File: src/rtl/toilet_seq_ctrl_if.sv
// ---------------------------------------------------------------------------
// toilet_seq_ctrl_if
// Bus between the smart-toilet session sequencer and its surroundings
// (register file, sensors, tick generator on one side; actuator drivers and
// status consumers on the other).
//
//   master : the sequencer. Samples the tick, panel/sensor/mode inputs and
//            drives actuator commands, status pulses and the state code.
//   slave  : the environment. Drives the inputs and observes the outputs.
//
// Signals
//   ce             tick enable, one-cycle pulse (1 kHz)
//   user_en        user present at the panel
//   seat_occ       seat occupancy sensor
//   spray_req      user requests washing
//   auto_en        automatic spray/dry enabled
//   spray_mode     1 = anal nozzle, 0 = feminine nozzle
//   auto_flush_en  automatic flush enabled
//   flush_full     1 = full flush, 0 = half flush
//   abort          stop button (level)
//   lid_open       lid motor open command
//   led_using      occupied indicator
//   spray_an       anal nozzle valve
//   spray_fe       feminine nozzle valve
//   dryer_on       dryer fan/heater
//   flush_big      full flush valve
//   flush_small    half flush valve
//   user_flush_req one-cycle manual flush prompt
//   session_done   one-cycle end-of-session pulse
//   state          current sequencer state code
// ---------------------------------------------------------------------------
interface toilet_seq_ctrl_if;
  logic       ce;
  logic       user_en;
  logic       seat_occ;
  logic       spray_req;
  logic       auto_en;
  logic       spray_mode;
  logic       auto_flush_en;
  logic       flush_full;
  logic       abort;
  logic       lid_open;
  logic       led_using;
  logic       spray_an;
  logic       spray_fe;
  logic       dryer_on;
  logic       flush_big;
  logic       flush_small;
  logic       user_flush_req;
  logic       session_done;
  logic [2:0] state;

  modport master (
    input  ce, user_en, seat_occ, spray_req, auto_en, spray_mode,
           auto_flush_en, flush_full, abort,
    output lid_open, led_using, spray_an, spray_fe, dryer_on,
           flush_big, flush_small, user_flush_req, session_done, state
  );

  modport slave (
    output ce, user_en, seat_occ, spray_req, auto_en, spray_mode,
           auto_flush_en, flush_full, abort,
    input  lid_open, led_using, spray_an, spray_fe, dryer_on,
           flush_big, flush_small, user_flush_req, session_done, state
  );
endinterface

File: src/rtl/toilet_seq_ctrl.sv
// ---------------------------------------------------------------------------
// toilet_seq_ctrl
// Steps one user session: lid open, using, REPS spray/dry pairs,
// wait-for-leave, then automatic flush or a manual flush prompt.
// Phase lengths are counted in ce ticks.
//
// Ports
//   clk      clock (1 MHz)
//   reset_n  asynchronous active-low reset
//   io_bus   toilet_seq_ctrl_if.master (inputs, actuators, status)
//
// Optional feature: define TOILET_LID_TIMEOUT_EN to close the lid and
// return to IDLE after LID_TIMEOUT ce ticks without an occupant.
//
// All outputs are registered and decoded from the next state, so they
// change on the same edge as the state code.
// ---------------------------------------------------------------------------
module toilet_seq_ctrl #(
  parameter int CNT_W       = 8,
  parameter int SPRAY_TICKS = 20,
  parameter int DRY_TICKS   = 20,
  parameter int FLUSH_TICKS = 3,
  parameter int REPS        = 1,
  parameter int LID_TIMEOUT = 200
) (
  input  logic               clk,
  input  logic               reset_n,
  toilet_seq_ctrl_if.master  io_bus
);

  typedef enum logic [2:0] {
    S_IDLE  = 3'd0,
    S_LID   = 3'd1,
    S_USING = 3'd2,
    S_SPRAY = 3'd3,
    S_DRY   = 3'd4,
    S_WAIT  = 3'd5,
    S_FLUSH = 3'd6,
    S_BAD   = 3'd7
  } state_t;

`ifdef TOILET_LID_TIMEOUT_EN
  localparam bit LID_TO_EN = 1'b1;
`else
  localparam bit LID_TO_EN = 1'b0;
`endif

  // Last counter value of each phase; the phase ends on ce at this value.
  localparam logic [CNT_W-1:0] SPRAY_LAST = CNT_W'(SPRAY_TICKS - 1);
  localparam logic [CNT_W-1:0] DRY_LAST   = CNT_W'(DRY_TICKS - 1);
  localparam logic [CNT_W-1:0] FLUSH_LAST = CNT_W'(FLUSH_TICKS - 1);
  localparam logic [CNT_W-1:0] LID_LAST   = CNT_W'(LID_TIMEOUT - 1);
  localparam logic [3:0]       REPS_LAST  = 4'(REPS - 1);

  state_t           r_state, w_next;
  logic [CNT_W-1:0] r_cnt;
  logic [3:0]       r_rep, w_rep_next;
  logic             r_mode, w_mode_next;
  logic             r_full, w_full_next;
  logic             w_done, w_ufr;
  logic             w_counting;
  logic             w_lid_expired;

  logic r_lid_open, r_led_using, r_spray_an, r_spray_fe, r_dryer_on;
  logic r_flush_big, r_flush_small, r_user_flush_req, r_session_done;

  // Constant-folds to 0 when the lid timeout is not built in.
  assign w_lid_expired = LID_TO_EN && io_bus.ce && (r_cnt == LID_LAST);

  assign w_counting = io_bus.ce &&
                      ((r_state == S_SPRAY) || (r_state == S_DRY) ||
                       (r_state == S_FLUSH) ||
                       (LID_TO_EN && (r_state == S_LID)));

  // NOTE: every variable gets a default before the case so that no path
  // leaves it unassigned, which would otherwise infer a latch.
  always_comb begin
    w_next      = r_state;
    w_rep_next  = r_rep;
    w_mode_next = r_mode;
    w_full_next = r_full;
    w_done      = 1'b0;
    w_ufr       = 1'b0;
    case (r_state)
      S_IDLE: if (io_bus.user_en) w_next = S_LID;
      S_LID: begin
        if (io_bus.seat_occ)                        w_next = S_USING;
        else if (!io_bus.user_en || w_lid_expired)  w_next = S_IDLE;
      end
      S_USING: begin
        // Leaving the seat beats a spray request.
        if (!io_bus.seat_occ) begin
          w_next = S_WAIT;
        end else if (io_bus.spray_req && io_bus.auto_en) begin
          w_next      = S_SPRAY;
          w_rep_next  = 4'd0;
          w_mode_next = io_bus.spray_mode;
        end else if (io_bus.spray_req) begin
          w_next = S_WAIT;
        end
      end
      S_SPRAY: begin
        if (io_bus.abort)                                w_next = S_WAIT;
        else if (io_bus.ce && (r_cnt == SPRAY_LAST))     w_next = S_DRY;
      end
      S_DRY: begin
        // Abort beats the end of phase and does not advance the repetition.
        if (io_bus.abort) begin
          w_next = S_WAIT;
        end else if (io_bus.ce && (r_cnt == DRY_LAST)) begin
          if (r_rep == REPS_LAST) begin
            w_next = S_WAIT;
          end else begin
            w_next     = S_SPRAY;
            w_rep_next = r_rep + 4'd1;
          end
        end
      end
      S_WAIT: begin
        if (!io_bus.seat_occ) begin
          if (io_bus.auto_flush_en) begin
            w_next      = S_FLUSH;
            w_full_next = io_bus.flush_full;
          end else begin
            w_next = S_IDLE;
            w_ufr  = 1'b1;
            w_done = 1'b1;
          end
        end
      end
      S_FLUSH: begin
        if (io_bus.ce && (r_cnt == FLUSH_LAST)) begin
          w_next = S_IDLE;
          w_done = 1'b1;
        end
      end
      default: w_next = S_IDLE;
    endcase
  end

  // NOTE: sequential state uses non-blocking assignments so every register
  // samples the pre-edge values regardless of statement order.
  always_ff @(posedge clk or negedge reset_n) begin
    if (!reset_n) begin
      r_state          <= S_IDLE;
      r_cnt            <= '0;
      r_rep            <= 4'd0;
      r_mode           <= 1'b0;
      r_full           <= 1'b0;
      r_lid_open       <= 1'b0;
      r_led_using      <= 1'b0;
      r_spray_an       <= 1'b0;
      r_spray_fe       <= 1'b0;
      r_dryer_on       <= 1'b0;
      r_flush_big      <= 1'b0;
      r_flush_small    <= 1'b0;
      r_user_flush_req <= 1'b0;
      r_session_done   <= 1'b0;
    end else begin
      r_state <= w_next;
      r_rep   <= w_rep_next;
      r_mode  <= w_mode_next;
      r_full  <= w_full_next;
      // Counter restarts on every state entry, otherwise counts ticks.
      if (w_next != r_state)  r_cnt <= '0;
      else if (w_counting)    r_cnt <= r_cnt + CNT_W'(1);

      r_lid_open       <= (w_next == S_LID) || (w_next == S_USING) ||
                          (w_next == S_SPRAY) || (w_next == S_DRY) ||
                          (w_next == S_WAIT);
      r_led_using      <= (w_next == S_USING) || (w_next == S_SPRAY) ||
                          (w_next == S_DRY) || (w_next == S_WAIT);
      r_spray_an       <= (w_next == S_SPRAY) &&  w_mode_next;
      r_spray_fe       <= (w_next == S_SPRAY) && !w_mode_next;
      r_dryer_on       <= (w_next == S_DRY);
      r_flush_big      <= (w_next == S_FLUSH) &&  w_full_next;
      r_flush_small    <= (w_next == S_FLUSH) && !w_full_next;
      r_user_flush_req <= w_ufr;
      r_session_done   <= w_done;
    end
  end

  assign io_bus.lid_open       = r_lid_open;
  assign io_bus.led_using      = r_led_using;
  assign io_bus.spray_an       = r_spray_an;
  assign io_bus.spray_fe       = r_spray_fe;
  assign io_bus.dryer_on       = r_dryer_on;
  assign io_bus.flush_big      = r_flush_big;
  assign io_bus.flush_small    = r_flush_small;
  assign io_bus.user_flush_req = r_user_flush_req;
  assign io_bus.session_done   = r_session_done;
  assign io_bus.state          = r_state;

endmodule

File: src/flat_wrapper.sv
// flat-port wrapper written by rule: the top's interface ports become plain ports
module toilet_seq_ctrl_flat 
#(
  parameter int CNT_W       = 8,
  parameter int SPRAY_TICKS = 20,
  parameter int DRY_TICKS   = 20,
  parameter int FLUSH_TICKS = 3,
  parameter int REPS        = 1,
  parameter int LID_TIMEOUT = 200
)
  (clk, reset_n, io_bus_ce, io_bus_user_en, io_bus_seat_occ, io_bus_spray_req, io_bus_auto_en, io_bus_spray_mode, io_bus_auto_flush_en, io_bus_flush_full, io_bus_abort, io_bus_lid_open, io_bus_led_using, io_bus_spray_an, io_bus_spray_fe, io_bus_dryer_on, io_bus_flush_big, io_bus_flush_small, io_bus_user_flush_req, io_bus_session_done, io_bus_state);
  toilet_seq_ctrl_if io_bus_i ();
  input  logic clk;
  input  logic reset_n;
  input wire logic [$bits(io_bus_i.ce)-1:0] io_bus_ce;
  input wire logic [$bits(io_bus_i.user_en)-1:0] io_bus_user_en;
  input wire logic [$bits(io_bus_i.seat_occ)-1:0] io_bus_seat_occ;
  input wire logic [$bits(io_bus_i.spray_req)-1:0] io_bus_spray_req;
  input wire logic [$bits(io_bus_i.auto_en)-1:0] io_bus_auto_en;
  input wire logic [$bits(io_bus_i.spray_mode)-1:0] io_bus_spray_mode;
  input wire logic [$bits(io_bus_i.auto_flush_en)-1:0] io_bus_auto_flush_en;
  input wire logic [$bits(io_bus_i.flush_full)-1:0] io_bus_flush_full;
  input wire logic [$bits(io_bus_i.abort)-1:0] io_bus_abort;
  output wire logic [$bits(io_bus_i.lid_open)-1:0] io_bus_lid_open;
  output wire logic [$bits(io_bus_i.led_using)-1:0] io_bus_led_using;
  output wire logic [$bits(io_bus_i.spray_an)-1:0] io_bus_spray_an;
  output wire logic [$bits(io_bus_i.spray_fe)-1:0] io_bus_spray_fe;
  output wire logic [$bits(io_bus_i.dryer_on)-1:0] io_bus_dryer_on;
  output wire logic [$bits(io_bus_i.flush_big)-1:0] io_bus_flush_big;
  output wire logic [$bits(io_bus_i.flush_small)-1:0] io_bus_flush_small;
  output wire logic [$bits(io_bus_i.user_flush_req)-1:0] io_bus_user_flush_req;
  output wire logic [$bits(io_bus_i.session_done)-1:0] io_bus_session_done;
  output wire logic [$bits(io_bus_i.state)-1:0] io_bus_state;
  assign io_bus_i.ce = io_bus_ce;
  assign io_bus_i.user_en = io_bus_user_en;
  assign io_bus_i.seat_occ = io_bus_seat_occ;
  assign io_bus_i.spray_req = io_bus_spray_req;
  assign io_bus_i.auto_en = io_bus_auto_en;
  assign io_bus_i.spray_mode = io_bus_spray_mode;
  assign io_bus_i.auto_flush_en = io_bus_auto_flush_en;
  assign io_bus_i.flush_full = io_bus_flush_full;
  assign io_bus_i.abort = io_bus_abort;
  assign io_bus_lid_open = io_bus_i.lid_open;
  assign io_bus_led_using = io_bus_i.led_using;
  assign io_bus_spray_an = io_bus_i.spray_an;
  assign io_bus_spray_fe = io_bus_i.spray_fe;
  assign io_bus_dryer_on = io_bus_i.dryer_on;
  assign io_bus_flush_big = io_bus_i.flush_big;
  assign io_bus_flush_small = io_bus_i.flush_small;
  assign io_bus_user_flush_req = io_bus_i.user_flush_req;
  assign io_bus_session_done = io_bus_i.session_done;
  assign io_bus_state = io_bus_i.state;
  toilet_seq_ctrl #(.CNT_W(CNT_W), .SPRAY_TICKS(SPRAY_TICKS), .DRY_TICKS(DRY_TICKS), .FLUSH_TICKS(FLUSH_TICKS), .REPS(REPS), .LID_TIMEOUT(LID_TIMEOUT)) u_core (.clk(clk), .reset_n(reset_n), .io_bus(io_bus_i));
endmodule
File: config.mk
export PLATFORM = sky130hd
export DESIGN_NAME = toilet_seq_ctrl_flat
export DESIGN_NICKNAME = d
export VERILOG_FILES = /design/src/rtl/toilet_seq_ctrl_if.sv /design/src/rtl/toilet_seq_ctrl.sv /design/src/flat_wrapper.sv
export SDC_FILE = /design/constraint.sdc
export NUM_CORES = 1
export LEC_CHECK = 0
export BUFFER_PORTS_ARGS = -buffer_cell sky130_fd_sc_hd__buf_2
export CAP_MARGIN = 20
export CORE_ASPECT_RATIO = 1.2
export CORE_MARGIN = 2
export CORE_UTILIZATION = 62
export CTS_BUF_LIST = sky130_fd_sc_hd__clkbuf_4
export DETAILED_ROUTE_END_ITERATION = 10
export GPL_TIMING_DRIVEN = 0
export HOLD_SLACK_MARGIN = 0.08
export PLACE_DENSITY = 0.86
export SKIP_CTS_REPAIR_TIMING = 1
export SLEW_MARGIN = 10
export SYNTH_ARGS = -nofsm -noshare
export SYNTH_HDL_FRONTEND = slang
export SYNTH_SLANG_ARGS = --single-unit
File: constraint.sdc
create_clock -name clk -period 7.06 [get_ports clk]
set_clock_uncertainty 0.1 [all_clocks]
set_input_delay 1.412 -clock clk [delete_from_list [all_inputs] [get_ports clk]]
set_output_delay 1.412 -clock clk [all_outputs]
set_load 0.03 [all_outputs]
* Word level (Yosys, flattened, before mapping)
Cells that the tools add are included.
** Storage, ports and cells
- Output and inout bits :: 12
- Register bits :: 26
- Input port bits :: 11
** Cells by class
- Muxes and demuxes :: 34
- Reductions and logical operators :: 24
- Add/sub/neg operators :: 2
- Equal/unequal tests :: 20
** Operators with widths (count)
- 3-bit 2-to-1 mux :: 14
- 3-bit one-hot mux with 7 select lines :: 1
- 4-bit 2-to-1 mux :: 5
- 3-bit equality test, second input constant :: 6
- 8-bit 2-to-1 mux :: 2
- 3-bit by 2-bit equality test with 1-bit output, second input constant :: 4
- 1-bit 2-to-1 mux :: 10
- 1-bit logical OR :: 9
- 8-bit by 1-bit adder with 8-bit output, second input constant :: 1
- 8-bit by 2-bit equality test with 1-bit output, second input constant :: 1
- 8-bit by 5-bit equality test with 1-bit output, second input constant :: 1
- 1-bit logical AND :: 8
- 2-bit inequality test, second input constant :: 4
- 4-bit one-hot mux with 2 select lines :: 1
- 3-bit by 1-bit equality test with 1-bit output, second input constant :: 2
- 6-bit AND reduction :: 1
- 4-bit by 1-bit adder with 4-bit output, second input constant :: 1
- 4-bit logical NOT :: 1
- 2-bit nonzero test :: 2
- 3-bit logical NOT :: 1
- 3-bit inequality test :: 1
- 1-bit logical NOT :: 2
- 2-bit by 1-bit inequality test with 1-bit output, second input constant :: 1
- 1-bit one-hot mux with 2 select lines :: 1

* Depth between registers and ports, before layout
Gate-level depths: netlist of run 1.
- Depth after elaboration :: 10
- Depth in mapped cells :: 8
- Mapped depth without buffers :: 7

* Least setup slack after synthesis of run 1
No wires, ideal clock.
- Kind :: input to register
- From :: in io_bus_ce
- To :: reg u_core.r_lid_open, in the netlist u_core.io_bus.lid_open
- Library setup time :: 124 ps
- Path buffers :: 1
- Required time :: 6836 ps
- Arrival :: 3055 ps
- Setup slack :: 3781 ps
- Cell stages on the path :: 6
- Path through :: or4bb_1 > o21ba_1 > a311o_1 > or2_0 > buf_2 > o31a_1
** On the way
- Longest elaborated chain between the ends :: 9
** Ends and longest elaborated chain
- start: declaration :: RTL line flat_wrapper.sv:15 : input wire logic [$bits(io_bus_i.ce)-1:0] io_bus_ce;
- 1-bit logical AND :: RTL line toilet_seq_ctrl.sv:104, toilet_seq_ctrl.sv:110
- 3-bit 2-to-1 mux, on equally long branches :: RTL line toilet_seq_ctrl.sv:110, toilet_seq_ctrl.sv:104
- 3-bit 2-to-1 mux, on equally long branches :: RTL line toilet_seq_ctrl.sv:108, toilet_seq_ctrl.sv:103
- 3-bit one-hot mux with 7 select lines * :: RTL line toilet_seq_ctrl.sv:84 : case (r_state)
- named net u_core.w_next[1] :: RTL line toilet_seq_ctrl.sv:55 : state_t r_state, w_next;
- 3-bit by 1-bit equality test with 1-bit output or 3-bit by 2-bit equality test with 1-bit output (tied branches) :: RTL line toilet_seq_ctrl.sv:168 : r_lid_open <= (w_next == S_LID) || (w_next == S_USING) ||
- 1-bit logical OR (2 in a row) :: RTL line toilet_seq_ctrl.sv:168
- 1-bit logical OR :: RTL line toilet_seq_ctrl.sv:169 : (w_next == S_SPRAY) || (w_next == S_DRY) ||
- 1-bit logical OR * :: RTL line toilet_seq_ctrl.sv:169
- end signal: assignment :: RTL line toilet_seq_ctrl.sv:168
- end: declaration :: RTL line toilet_seq_ctrl.sv:64 : logic r_lid_open, r_led_using, r_spray_an, r_spray_fe, r_dryer_on;
The timed path passes the listed nets; every way through them passes the cells marked *.
A chain may end at the register's enable or synchronous reset.

* Worst setup path after layout of run 1
Ends and elaborated chain as after synthesis.

==> results of run 1 <==
==> critical path, stage by stage <==
cell     delay [ns]
buf_2          0.12
or4bb_1        0.53
o21ba_1        0.23
a311o_1        0.37
or2_0          0.24
buf_2          0.15
o31a_1         0.31
==> flip-flops by register name (all words and copies together) (netlist names) <==
register / flops
u_core.io_bus.led_using: 1
u_core.io_bus.state: 3
u_core.io_bus.dryer_on: 1
u_core.io_bus.user_flush_req: 1
u_core.io_bus.spray_fe: 1
u_core.io_bus.flush_small: 1
u_core.r_rep: 4
u_core.io_bus.spray_an: 1
u_core.io_bus.session_done: 1
u_core.r_full: 1
u_core.io_bus.lid_open: 1
u_core.io_bus.flush_big: 1
u_core.r_cnt: 8
u_core.r_mode: 1
==> kinds of logic after synthesis <==
logic type                 share of synthesized area [%]
AOI/OAI and AO/OA                                   8.98
xor gates and xnor gates                            7.24
adders and majority gates                           3.49
buffers and inverters                               3.31
DFF                                                 45.3
muxes                                               2.27
and+or+nand+nor                                     29.4
==> through the flow <==
stage | area (sq um) | total power, uW | hold WS [ns]
CTS | 1610 | 521 | 0.432
floorplan | 1440 | 391 | 0.379
global placement | 1580 | 444 | 0.387
global route | 1610 | 560 | 0.465
detailed placement | 1580 | 459 | 0.403
finish | 1610 | 517 | 0.430
==> routing by layer <==
| metal | global-route usage [%] | up-vias |
|---|---|---|
| met4 | 11.6 | 0 |
| met2 | 41.5 | 33 |
| met5 | 0 | - |
| met3 | 3.86 | 9 |
| li1 | - | 566 |
| met1 | 25.9 | 572 |
==> report_power, final <==
group	internal, uW	switching [uW]	leakage (uW)	total (uW)
Clock	20.7	41.8	0.0000154	62.5
Combinational	89.4	169	0.000372	258
Sequential	181	15.9	0.000349	197
==> layout make-up <==
class,instances,share of cell area [%]
well taps,31,2.42
clock buffers,3,1.40
plain buffers,6,1.56
inverters,6,1.40
clock inverters,1,0.234
multi-input cells,106,45.9
flip-flops and latches,26,40.5
repair buffers,21,6.55
==> cells in the mapped netlist (4+ instances only) <==
| library cell | count | share of area, % |
|---|---|---|
| dfrtp_1 | 26 | 45 |
| nor3_1 | 12 | 4.2 |
| nor2_1 | 9 | 2.4 |
| inv_1 | 6 | 1.6 |
| nand2_1 | 6 | 1.6 |
| nand3_1 | 6 | 2.1 |
| o21ai_0 | 6 | 2.1 |
| nor2b_1 | 5 | 2.2 |
| nor3b_1 | 5 | 2.6 |
| xnor2_1 | 5 | 3.1 |
| xor2_1 | 5 | 3.1 |
| clkbuf_1 | 4 | 1.0 |
| ha_1 | 4 | 3.5 |
==> worst paths after layout <==
kind	cells past startpoint	endpoint	start	slack [ns]
worst max-delay path	7	u_core.io_bus.lid_open	io_bus_ce	3.82
worst min-delay path	1	u_core.r_full	u_core.r_full	0.43
worst max register to register	7	u_core.io_bus.lid_open	u_core.r_cnt[3]	4.44
worst min register to register	1	u_core.r_full	u_core.r_full	0.43
max in group asynchronous	1	u_core.r_cnt[1]	reset_n	5.53
min in group asynchronous	1	u_core.io_bus.flush_small	reset_n	0.96
==> impl_metrics.tcl, run 1 <==
set metrics [dict create \
    synth.distinct_cells 42 \
    period_needed_ns 3.24 \
    core_area_sq_um 2230 \
    ant_nets 0 \
    wirelength_met1_microns 1090 \
    vdd_drop_max_mv 0.176 \
    ioPinCount 23 \
    routed_wirelength_microns 2710 \
    path_class "input pin to flop" \
    dr_wl_met3_microns 112 \
    end_kind "flop" \
    nets 185 \
    final_common_cell "dfrtp_1" \
    via_per_inst 5.90 \
    wl_per_cell_microns 13.5 \
    grt_usage_pct 23.8 \
    drt_iter0_drc 37 \
    die_y_microns 56.7 \
    cts-root-buf "clkbuf_4" \
    power_density_nw_per_um2 322 \
    clock_sinks 26 \
    ff_latch_area_sq_um 651 \
    hpwl_microns 2140 \
    crit_path_max_fanout 5 \
    cts.reportedPaths.clkPinSlew_ns 0.13 \
    fill_cells 195 \
    hp-class "flop to flop" \
    rsz0062_at_grt "no" \
    route.top_layer_used "met4" \
    cp.required_ns 7.18 \
    status "complete, no violations" \
    cts_buffers 3 \
    p_leak_uw 0.000736 \
    die_area_sq_um 2720 \
    arrival_ns 3.36 \
    max_cap_viol_count 0 \
    grt_first_pass_wirelength_microns 4640 \
    routed-wl-met2_microns 1440 \
    hold_violations 0 \
    drv_slew 0 \
    dpl_worst_slack_ns 3.48 \
    worstSkewPairLatency_ns 0.32 \
    timing.fmax_mhz 309 \
    tns_ns 0 \
    ys_ff_latch 26 \
    netlist_area_sq_um 1440 \
    synth_edf_count 0 \
    cts_tree "yes" \
    synth_async_sr_flop_share_pct 100 \
    place_congestion 0.830 \
    layout_common_cells "dfrtp_1, buf_2, nor3_1" \
    vias 1180 \
    antenna_found_initial 0 \
    ys.warnings.count 0 \
    slew_headroom_pct 61.2 \
    postLayoutCoreUtil_pct 71.8 \
    drive_gt1_share_pct 20.7 \
    remaining_drc_errors 0 \
    synth_seq_area_share_pct 45.3 \
    initial_utilization_pct 64.2 \
    antennaDiodeCount 0 \
    synth_top_flop_cell "dfrtp_1" \
    multiInputGateArea_sq_um 737 \
    cts-htree-levels 1 \
    finalSetupViolCount 0 \
    die_width_microns 47.9 \
    rows 19 \
    fin_crit_sh_pct 45.9 \
    grt_pass1_vias 1140 \
    io_buffers 21 \
    syn_to_final_growth_pct 11.9 \
    overflow 0 \
    start_kind "input pin" \
    worst_pin_slew_ns 0.578 \
    dp.cells 196 \
    netlist_instances 144 \
    syn_area_per_cell_sq_um 9.97 \
    clockBufferDepth 2 \
    fin_cells 200 \
    setup_slack_ns 3.82 \
    synth_fp_nets 159 \
    first_pass_iters 4 \
    grt_max_degree 27 \
]
(Power assumes the default switching activity.)
==> run 2: changes to the inputs <==
--- a/config.mk
+++ b/config.mk
@@ -9,12 +9,12 @@
 export CAP_MARGIN = 20
 export CORE_ASPECT_RATIO = 1.2
 export CORE_MARGIN = 2
-export CORE_UTILIZATION = 62
+export CORE_UTILIZATION = 52
 export CTS_BUF_LIST = sky130_fd_sc_hd__clkbuf_4
 export DETAILED_ROUTE_END_ITERATION = 10
 export GPL_TIMING_DRIVEN = 0
 export HOLD_SLACK_MARGIN = 0.08
-export PLACE_DENSITY = 0.86
+export PLACE_DENSITY = 0.77
 export SKIP_CTS_REPAIR_TIMING = 1
 export SLEW_MARGIN = 10
 export SYNTH_ARGS = -nofsm -noshare
==> constraint.sdc (replaced) <==
create_clock -name clk -period 2.8 [get_ports clk]
set_clock_uncertainty 0.1 [all_clocks]
set_input_delay 0.56 -clock clk [delete_from_list [all_inputs] [get_ports clk]]
set_output_delay 0.56 -clock clk [all_outputs]
set_load 0.03 [all_outputs]
==> run 2 against run 1 <==
Count of clock-buffer cells in the layout is the same. Register-to-register slack got worse by 4.2 ns. Routed wire length grew 4.6%. Final cell count is 1.0% higher. Critical path type is now flop to flop. Largest power group unchanged.
==> impl_metrics.tcl, run 2 (synthesized netlist as in run 1, its figures left out) <==
set metrics [dict create \
    slowest_delay_ns 0.52 \
    fin_area_sq_um 1630 \
    multiInputGateArea_sq_um 737 \
    hold_violations 0 \
    rsz0062_at_grt "no" \
    timing.fmax_mhz 387 \
    clockPowerShare_pct 18.7 \
    hp-class "input pin to asynchronous set/reset pin" \
    nets 185 \
    initial_utilization_pct 55.7 \
    rr_startpoint "u_core.r_cnt[3]" \
    routed_wirelength_microns 2830 \
    hpwl_microns 2080 \
    grt_usage_pct 19.5 \
    path_class "flop to flop" \
    antennaDiodeCount 0 \
    slew_headroom_pct 60.8 \
    layout_common_cells "dfrtp_1, buf_2, nor3_1" \
    clock_sinks 26 \
    slowest_stage "or4_1" \
    postLayoutCoreUtil_pct 63.4 \
    syn_to_final_growth_pct 13.9 \
    crit_path_cell_trace "or4_1 -> buf_2 -> o21ba_1 -> a311o_1 -> or2_0 -> buf_2 -> o31a_1" \
    worst_pin_slew_ns 0.586 \
    grt_first_pass_wirelength_microns 4540 \
    first_pass_iters 4 \
    cts_buffers 3 \
    cts-root-buf "clkbuf_4" \
    r2r_cells 7 \
    p_seq_share_pct 35.4 \
    ant_nets 0 \
    critPathBufInv 2 \
    antenna_found_initial 0 \
    tns_ns 0 \
    max_cap_viol_count 0 \
    remaining_drc_errors 0 \
    power.switching_uw 575 \
    cts_tree "yes" \
    power_density_nw_per_um2 857 \
    cp.required_ns 2.93 \
    start_kind "flop" \
    final_common_cell "dfrtp_1" \
    rows 20 \
    core_area_sq_um 2580 \
    largest_register_ffs 8 \
    ff_latch_area_sq_um 651 \
    startpoint "u_core.r_cnt[3]" \
    finalSetupViolCount 0 \
    fill_cells 222 \
    sw_frac_of_total_pct 41.0 \
    worstSkewPairLatency_ns 0.33 \
    die_y_microns 61.6 \
    dpl_worst_slack_ns 0.112 \
    via_per_inst 5.76 \
    ioPinCount 23 \
    critical_path.top_delay_family "compound AO/OA/AOI/OAI gates" \
    drv_slew 0 \
    status "complete, no violations" \
    vias 1164 \
    die_width_microns 52.0 \
    wl_per_cell_microns 14.0 \
    period_needed_ns 2.58 \
    critPathMostFrequentCell "buf_2" \
    p_leak_uw 0.000749 \
    grt_pass1_vias 1063 \
    io_buffers 21 \
    cts-htree-levels 1 \
    drt_iter0_drc 27 \
    setup_slack_ns 0.216 \
    die_area_sq_um 3200 \
    combPwrFrac_pct 45.9 \
    top_register "u_core.r_cnt" \
    p_int_uw 826 \
    placement.cell_area_sq_um 1580 \
    fin_crit_sh_pct 92.3 \
    end_kind "flop" \
    reg2reg_setup_slack_ns 0.22 \
    grt_max_degree 27 \
    overflow 0 \
    arrival_ns 2.72 \
    worstReg2RegEnd "u_core.io_bus.lid_open" \
    drive_gt1_share_pct 21.3 \
    vdd_drop_max_mv 0.483 \
    clockBufferDepth 2 \
    place_congestion 0.814 \
    cts.reportedPaths.clkPinSlew_ns 0.14 \
    crit_path_max_fanout 6 \
]
[run 2: cell types whose count changed in the layout (fill, tap and decap cells not counted)]
| cell | change |
|---|---|
| bufinv_16 | +1 |
| clkinv_1 | -1 |
[run 2: worst max path at each step]
| stage | end | slack (ns) | depth (start not counted) |
|---|---|---|---|
| 2_1_floorplan | u_core.io_bus.lid_open | 0.37 | 6 |
| 3_3_place_gp | u_core.io_bus.lid_open | 0.13 | 7 |
| 3_5_place_dp | u_core.io_bus.lid_open | 0.11 | 7 |
| 4_1_cts | u_core.io_bus.lid_open | 0.21 | 7 |
| 5_1_grt | u_core.r_cnt[4] | 0.02 | 6 |
| 6_report | u_core.io_bus.lid_open | 0.22 | 7 |
[run 2: worst register-to-register path: cells and delay by family, from the launching register on]
kind,cells,cell delay [ns]
AOI/OAI and AO/OA,3,0.87
and+or+nand+nor,2,0.75
DFF,1,0.45
buffers and inverters,2,0.32
[run 2: power by group through the flow]
stage                     logic, uW  registers, uW  clock network [uW]
after floorplan                 383            603                   0
after global routing            700            507                 273
after detailed placement        646            504                   0
after CTS                       650            497                 264
after global placement          625            499                   0
final                           643            495                 262
[run 2: per-layer routing]
layer  up-vias  part of all wire (%)  track usage (%)
met5         -                     0                0
met4         0                   2.4             10.9
met3         7                   3.9             2.43
met2        28                    51             35.8
met1       569                    43             21.9
li1        560                     -                -
[run 2: area by class of cell]
type / count / share of cell area (%)
multi-input cells: 106 / 45.1
flip-flops and latches: 26 / 39.8
clock inverters: 1 / 1.84
inverters: 6 / 1.38
well taps: 33 / 2.53
clock buffers: 3 / 1.38
repair buffers: 21 / 6.43
plain buffers: 6 / 1.53
[run 2: per-stage QoR]
stage	total power, uW	instances	hold WS (ns)
final	1400	202	0.0971
after global routing	1480	202	0.142
after CTS	1410	202	0.109
after detailed placement	1150	198	0.398
after global placement	1120	198	0.387
after floorplan	985	144	0.164
